===== src/rtl/veldt_mem_pkg.sv =====
// Shared types for the Veldt RAM arbiter: requester owner tags,
// arbitration priority states and the response-pipe slot record.
package veldt_mem_pkg;

  typedef enum logic {
    OWN_I = 1'b0,
    OWN_D = 1'b1
  } owner_e;

  typedef enum logic {
    D_PRIO = 1'b0,
    I_PRIO = 1'b1
  } prio_e;

  typedef struct packed {
    logic   valid;
    owner_e owner;
  } rsp_slot_t;

  localparam rsp_slot_t SLOT_EMPTY = '{valid: 1'b0, owner: OWN_I};

endpackage


===== src/rtl/veldt_rsp_pipe.sv =====
// Read-response tag pipe: DEPTH-deep shift register of {valid, owner}.
// Ports: clk, reset (sync, active-low), push_valid/push_owner enter
// stage 0; flush_i drops I-owned slots as they shift; head = last stage.
module veldt_rsp_pipe
  import veldt_mem_pkg::*;
#(
  parameter int DEPTH = 1
) (
  input  logic      clk,
  input  logic      reset,
  input  logic      push_valid,
  input  owner_e    push_owner,
  input  logic      flush_i,
  output rsp_slot_t head
);

  rsp_slot_t slot_q [DEPTH];
  rsp_slot_t slot_d [DEPTH];

  // The entry pushed in the flush cycle is a new fetch and must survive,
  // so flush only acts on entries already in flight.
  always_comb begin
    slot_d[0].valid = push_valid;
    slot_d[0].owner = push_owner;
    for (int k = 1; k < DEPTH; k++) begin
      slot_d[k] = slot_q[k-1];
      if (flush_i && slot_q[k-1].owner == OWN_I) begin
        slot_d[k].valid = 1'b0;
      end
    end
  end

  always_ff @(posedge clk) begin
    if (!reset) begin
      for (int k = 0; k < DEPTH; k++) begin
        slot_q[k] <= SLOT_EMPTY;
      end
    end else begin
      for (int k = 0; k < DEPTH; k++) begin
        slot_q[k] <= slot_d[k];
      end
    end
  end

  assign head = slot_q[DEPTH-1];

endmodule


===== src/rtl/veldt_mem_arbiter.sv =====
// Single-port RAM arbiter between fetch (I) and load/store (D).
// Ports: i_* fetch side, d_* data side, ram_* RAM command/read data.
module veldt_mem_arbiter
  import veldt_mem_pkg::*;
#(
  parameter int AW         = 32,
  parameter int DW         = 32,
  parameter int RD_LATENCY = 1,
  parameter int MAX_WAIT   = 4
) (
  input  logic            clk,
  input  logic            reset,
  input  logic            i_req,
  input  logic [AW-1:0]   i_addr,
  output logic            i_gnt,
  input  logic            i_flush,
  output logic            i_rsp_valid,
  output logic [DW-1:0]   i_rsp_data,
  input  logic            d_req,
  input  logic            d_we,
  input  logic [AW-1:0]   d_addr,
  input  logic [DW-1:0]   d_wdata,
  input  logic [DW/8-1:0] d_wmask,
  output logic            d_gnt,
  output logic            d_rsp_valid,
  output logic [DW-1:0]   d_rsp_data,
  output logic            ram_en,
  output logic [DW/8-1:0] ram_we,
  output logic [AW-1:0]   ram_addr,
  output logic [DW-1:0]   ram_wdata,
  input  logic [DW-1:0]   ram_rdata
);

  localparam int CW = $clog2(MAX_WAIT + 1);
  localparam logic [CW-1:0] WAIT_LAST = CW'(MAX_WAIT - 1);
  localparam logic [CW-1:0] WAIT_MAX  = CW'(MAX_WAIT);

  prio_e           state_q, state_d;
  logic [CW-1:0]   wait_cnt_q, wait_cnt_d;
  logic [AW-1:0]   ram_addr_q, ram_addr_d;
  logic [DW-1:0]   ram_wdata_q, ram_wdata_d;
  rsp_slot_t       head;

  logic unused_addr_lsbs;
  assign unused_addr_lsbs = ^{i_addr[1:0], d_addr[1:0]};

  always_comb begin
    i_gnt      = 1'b0;
    d_gnt      = 1'b0;
    state_d    = state_q;
    wait_cnt_d = wait_cnt_q;
    if (reset) begin
      unique case (state_q)
        D_PRIO: begin
          if (d_req)      d_gnt = 1'b1;
          else if (i_req) i_gnt = 1'b1;
        end
        I_PRIO: begin
          if (i_req)      i_gnt = 1'b1;
          else if (d_req) d_gnt = 1'b1;
        end
        default: ;
      endcase
      if (i_gnt) begin
        wait_cnt_d = '0;
        state_d    = D_PRIO;
      end else if (i_req) begin
        // I refused this cycle: starve guard.
        if (wait_cnt_q >= WAIT_LAST) state_d = I_PRIO;
        if (wait_cnt_q != WAIT_MAX) wait_cnt_d = wait_cnt_q + 1'b1;
      end
    end
  end

  // Address/data hold their last value when nothing is issued.
  always_comb begin
    ram_addr_d  = ram_addr_q;
    ram_wdata_d = ram_wdata_q;
    if (d_gnt) begin
      ram_addr_d  = {2'b00, d_addr[AW-1:2]};
      ram_wdata_d = d_wdata;
    end else if (i_gnt) begin
      ram_addr_d  = {2'b00, i_addr[AW-1:2]};
    end
  end

  assign ram_en    = i_gnt | d_gnt;
  assign ram_we    = (d_gnt && d_we) ? d_wmask : '0;
  assign ram_addr  = ram_addr_d;
  assign ram_wdata = ram_wdata_d;

  always_ff @(posedge clk) begin
    if (!reset) begin
      state_q     <= D_PRIO;
      wait_cnt_q  <= '0;
      ram_addr_q  <= '0;
      ram_wdata_q <= '0;
    end else begin
      state_q     <= state_d;
      wait_cnt_q  <= wait_cnt_d;
      ram_addr_q  <= ram_addr_d;
      ram_wdata_q <= ram_wdata_d;
    end
  end

  veldt_rsp_pipe #(
    .DEPTH(RD_LATENCY)
  ) u_rsp_pipe (
    .clk       (clk),
    .reset     (reset),
    .push_valid(i_gnt | (d_gnt & ~d_we)),
    .push_owner(i_gnt ? OWN_I : OWN_D),
    .flush_i   (i_flush),
    .head      (head)
  );

  // A response due during a reset cycle is dropped, not delivered.
  assign i_rsp_valid = reset & head.valid & (head.owner == OWN_I);
  assign d_rsp_valid = reset & head.valid & (head.owner == OWN_D);
  assign i_rsp_data  = ram_rdata;
  assign d_rsp_data  = ram_rdata;

endmodule


===== config.mk =====
export PLATFORM = sky130hd
export DESIGN_NAME = veldt_mem_arbiter
export DESIGN_NICKNAME = d
export VERILOG_FILES = /design/src/rtl/veldt_mem_pkg.sv /design/src/rtl/veldt_rsp_pipe.sv /design/src/rtl/veldt_mem_arbiter.sv
export SDC_FILE = /design/constraint.sdc
export NUM_CORES = 1
export LEC_CHECK = 0
export ABC_AREA = 1
export CORE_ASPECT_RATIO = 0.7
export CORE_MARGIN = 2
export CORE_UTILIZATION = 38
export DETAILED_ROUTE_END_ITERATION = 6
export GPL_ROUTABILITY_DRIVEN = 0
export HOLD_SLACK_MARGIN = 0.15
export PLACE_DENSITY = 0.92
export SYNTH_ARGS = -nofsm -noshare
export SYNTH_HDL_FRONTEND = slang
export SYNTH_SLANG_ARGS = --single-unit

===== constraint.sdc =====
create_clock -name clk -period 2.2 [get_ports clk]
set_input_delay 0.33 -clock clk [delete_from_list [all_inputs] [get_ports clk]]
set_output_delay 0.33 -clock clk [all_outputs]
set_load 0.03 [all_outputs]

==> key figures <==
Yosys
  – Syn_nets: 699
  – Most common cell in the netlist: inv_1
  – Prevailing post-synth register cell: dfxtp_1
  – Syn Std Cell Area: 0.00394 mm^2
  – Top cells by area, synth: dfxtp_1 36%, buf_4 13%, or2_2 7.8%
  – Asr flop ratio synth: 0%
  – #FFs+latches synth: 70
  – Warnings, synthesis: 0
  – Synth Area per Inst: 7.07 um^2
  – Yosys top cell area share: 35.5%
  – Post-Synthesis Cells: 558
  – Seq/Total Area, Yosys: 35.5%
  – Post-synth top cells: 78 x inv_1, 72 x nor2_1, 71 x nand2_1
  – Synth cell types: 23
  – EDFF count, synth: 0
  – Leading area contributor after synthesis: dfxtp_1

Critical path
  – RR Endpoint: ram_wdata_q[10]$_SDFF_PN0_
  – Worst r2r src: state_q$_SDFFE_PP0P_
  – Worst Reg-to-Reg Cells: 7
  – Worst Path Arrival: 1760 ps
  – Critical path peak fanout: 31
  – Startpoint types: flip-flop
  – Flop2flop setup slack: 820 ps
  – Critical path endpoint category: output port
  – CP required: 1870 ps
  – Worst Setup Path Type: reg2out

Detailed routing
  – Starting DRT DRC Count: 157
  – Met2 routed WL: 4850 um
  – WL/cell: 12.5 um
  – DR WL met3: 994 um
  – Via density: 4.52
  – Total iterations of the first detailed-routing run: 4
  – Top Metal Used: met4
  – WL met1: 4630 um
  – Routed WL: 10600 um
  – Total number of vias: 3850
  – Post-DRT Antenna Nets: 0
  – Drt drc: 0

Die
  – Die area: 0.0112 mm^2
  – I/O Pins: 275
  – Num rows: 31
  – Core Area: 0.0102 mm^2
  – Vert. Die Dim: 89.2 um
  – Starting Density: 38.5%
  – Chip Width: 126 um

Status
  – Outcome: finished clean

Flow run
  – Maxcap violations: 0

Clock network
  – Maximum buffer depth of the clock tree: 2
  – Sink Count: 70
  – Clk Latency, worst-skew pair: 320 ps
  – CTS tree: built
  – Clock Root Buffer: clkbuf_16
  – CTS buffer count: 9
  – Reg clk slew, reported paths: 50 ps
  – H-tree levels: 3

Timing
  – Pins over their slew limit: 0
  – Final Cycle Share: 94.8%
  – TNS Setup: 0 ps
  – RSZ-0062 raised after global routing: false
  – Worst hold slack: 488 ps
  – Final number of setup-violating endpoints: 0
  – Worst-Margin Slew: 409 ps
  – Slew HR: 72.7%
  – Post-layout min period: 2090 ps
  – Setup skew after layout: 4.76 ps
  – Fmax: 480 MHz
  – Fin. Hold Viols: 0

Global route
  – Antenna violations before repair: 0
  – Largest net degree at the start of global routing: 44
  – Vias in the first global route: 3509
  – Grt total ovfl: 0
  – Global-route usage over all layers: 18.7%
  – First-pass GRT wire length: 17000 um

Pwr
  – Tot Pwr: 4.09 mW
  – Sequential power share: 33.9%
  – Cell Int Power: 2.89 mW
  – Pwr Density: 676 mW/mm^2
  – Gate power share: 32.6%
  – Clock Power Share: 33.5%
  – Sw Ratio: 29.3%
  – Worst VDD drop: 372 uV
  – Sw power: 1.20 mW
  – Leakage: 3.09 nW

Placed design
  – DP HPWL: 7850 um
  – Number of port buffers: 173
  – Cell count after placement: 832
  – Area after DPL: 0.00566 mm^2

Worst hold path
  – Hold_sp: wait_cnt_q[0]$_SDFFE_PP0P_
  – Hold path depth: 2
  – Hold EP: wait_cnt_q[0]$_SDFFE_PP0P_
  – Hold crit path type: reg2reg

Layout
  – N_diodes: 0
  – Nets: 856
  – Final Instance Area: 0.00606 mm^2
  – Syn-to-layout area delta: 53.6%
  – Final Non-Filler Cells: 851
  – Layout cells sized above 1: 31.3%
through the flow:
| step | utilization [%] | setup slack, ps |
|---|---|---|
| after detailed placement | 55.2 | -429 |
| after global placement | 55.2 | -353 |
| final | 59.2 | 115 |
| after floorplan | - | 380 |
| after CTS | 59.0 | 18.2 |
| after global routing | 59.2 | 1.06 |
worst max path at each step:
stage / startpoint / endpoint / slack, ps
floorplan: i_req / ram_addr[30] / 380
global placement: d_req / ram_addr[22] / -350
detailed placement: d_req / ram_addr[22] / -430
CTS: state_q$_SDFFE_PP0P_ / ram_addr[24] / 20
global route: state_q$_SDFFE_PP0P_ / ram_addr[24] / 1
finish: state_q$_SDFFE_PP0P_ / ram_addr[22] / 110
registers in the layout, indices dropped and copies added, names as in the netlist:
name	count
ram_addr_q	32
ram_wdata_q	32
state_q	1
u_rsp_pipe.slot_q	2
wait_cnt_q	3
repair_timing:
item / 4_1_cts / 5_1_grt
hold buffers: 0 / 0
setup buffers: 4 / 0
gates resized for setup: 90 / 4
setup endpoints to repair: 65 / 34
critical path, stage by stage (launching register included):
cell and delay [ps]:
dfxtp_4 360, nand2_1 100, nand3_4 100, buf_12 180, or2_2 270, nand2_1 90, inv_1 50, clkdlybuf4s15_2 280
per-layer routing:
metal	vias to the layer above	global-route usage, %
li1	1979	-
met1	1687	23.4
met2	164	30.1
met3	20	7.90
met4	0	5.29
met5	-	0
power groups by stage:
stage	Combinational (mW)	Clock (mW)	Sequential, mW
after global routing	1.45	1.47	1.40
after global placement	1.32	0	1.41
after floorplan	0.904	0	1.41
after detailed placement	1.34	0	1.41
final	1.33	1.37	1.39
after CTS	1.34	1.42	1.39
cell type report:
cell class / count / area (um^2)
multi-input combinational: 312 / 1610
timing repair buffer: 243 / 2290
inverter: 79 / 297
tap: 132 / 165
fill: 968 / 4180
sequential: 70 / 1410
clock buffer: 15 / 288
cell families after synthesis:
family | after synthesis | synth area share (%)
flops | 70 | 35.5
compound gates | 40 | 6.25
buf+inv | 176 | 24.4
simple gates | 269 | 32.8
fa+ha+maj | 3 | 0.952
layout by cell type, fill, tap and decap left out, drive strengths merged:
master,n
a21oi,3
nor2,72
clkbuf,15
dlygate4sd2,2
inv,79
clkdlybuf4s50,97
nand3,33
a211oi,2
dfxtp,70
clkdlybuf4s15,27
or2,62
buf,117
nand2,72
nand4,30
o21ai,35
ha,3
(Power assumes the default switching activity.)
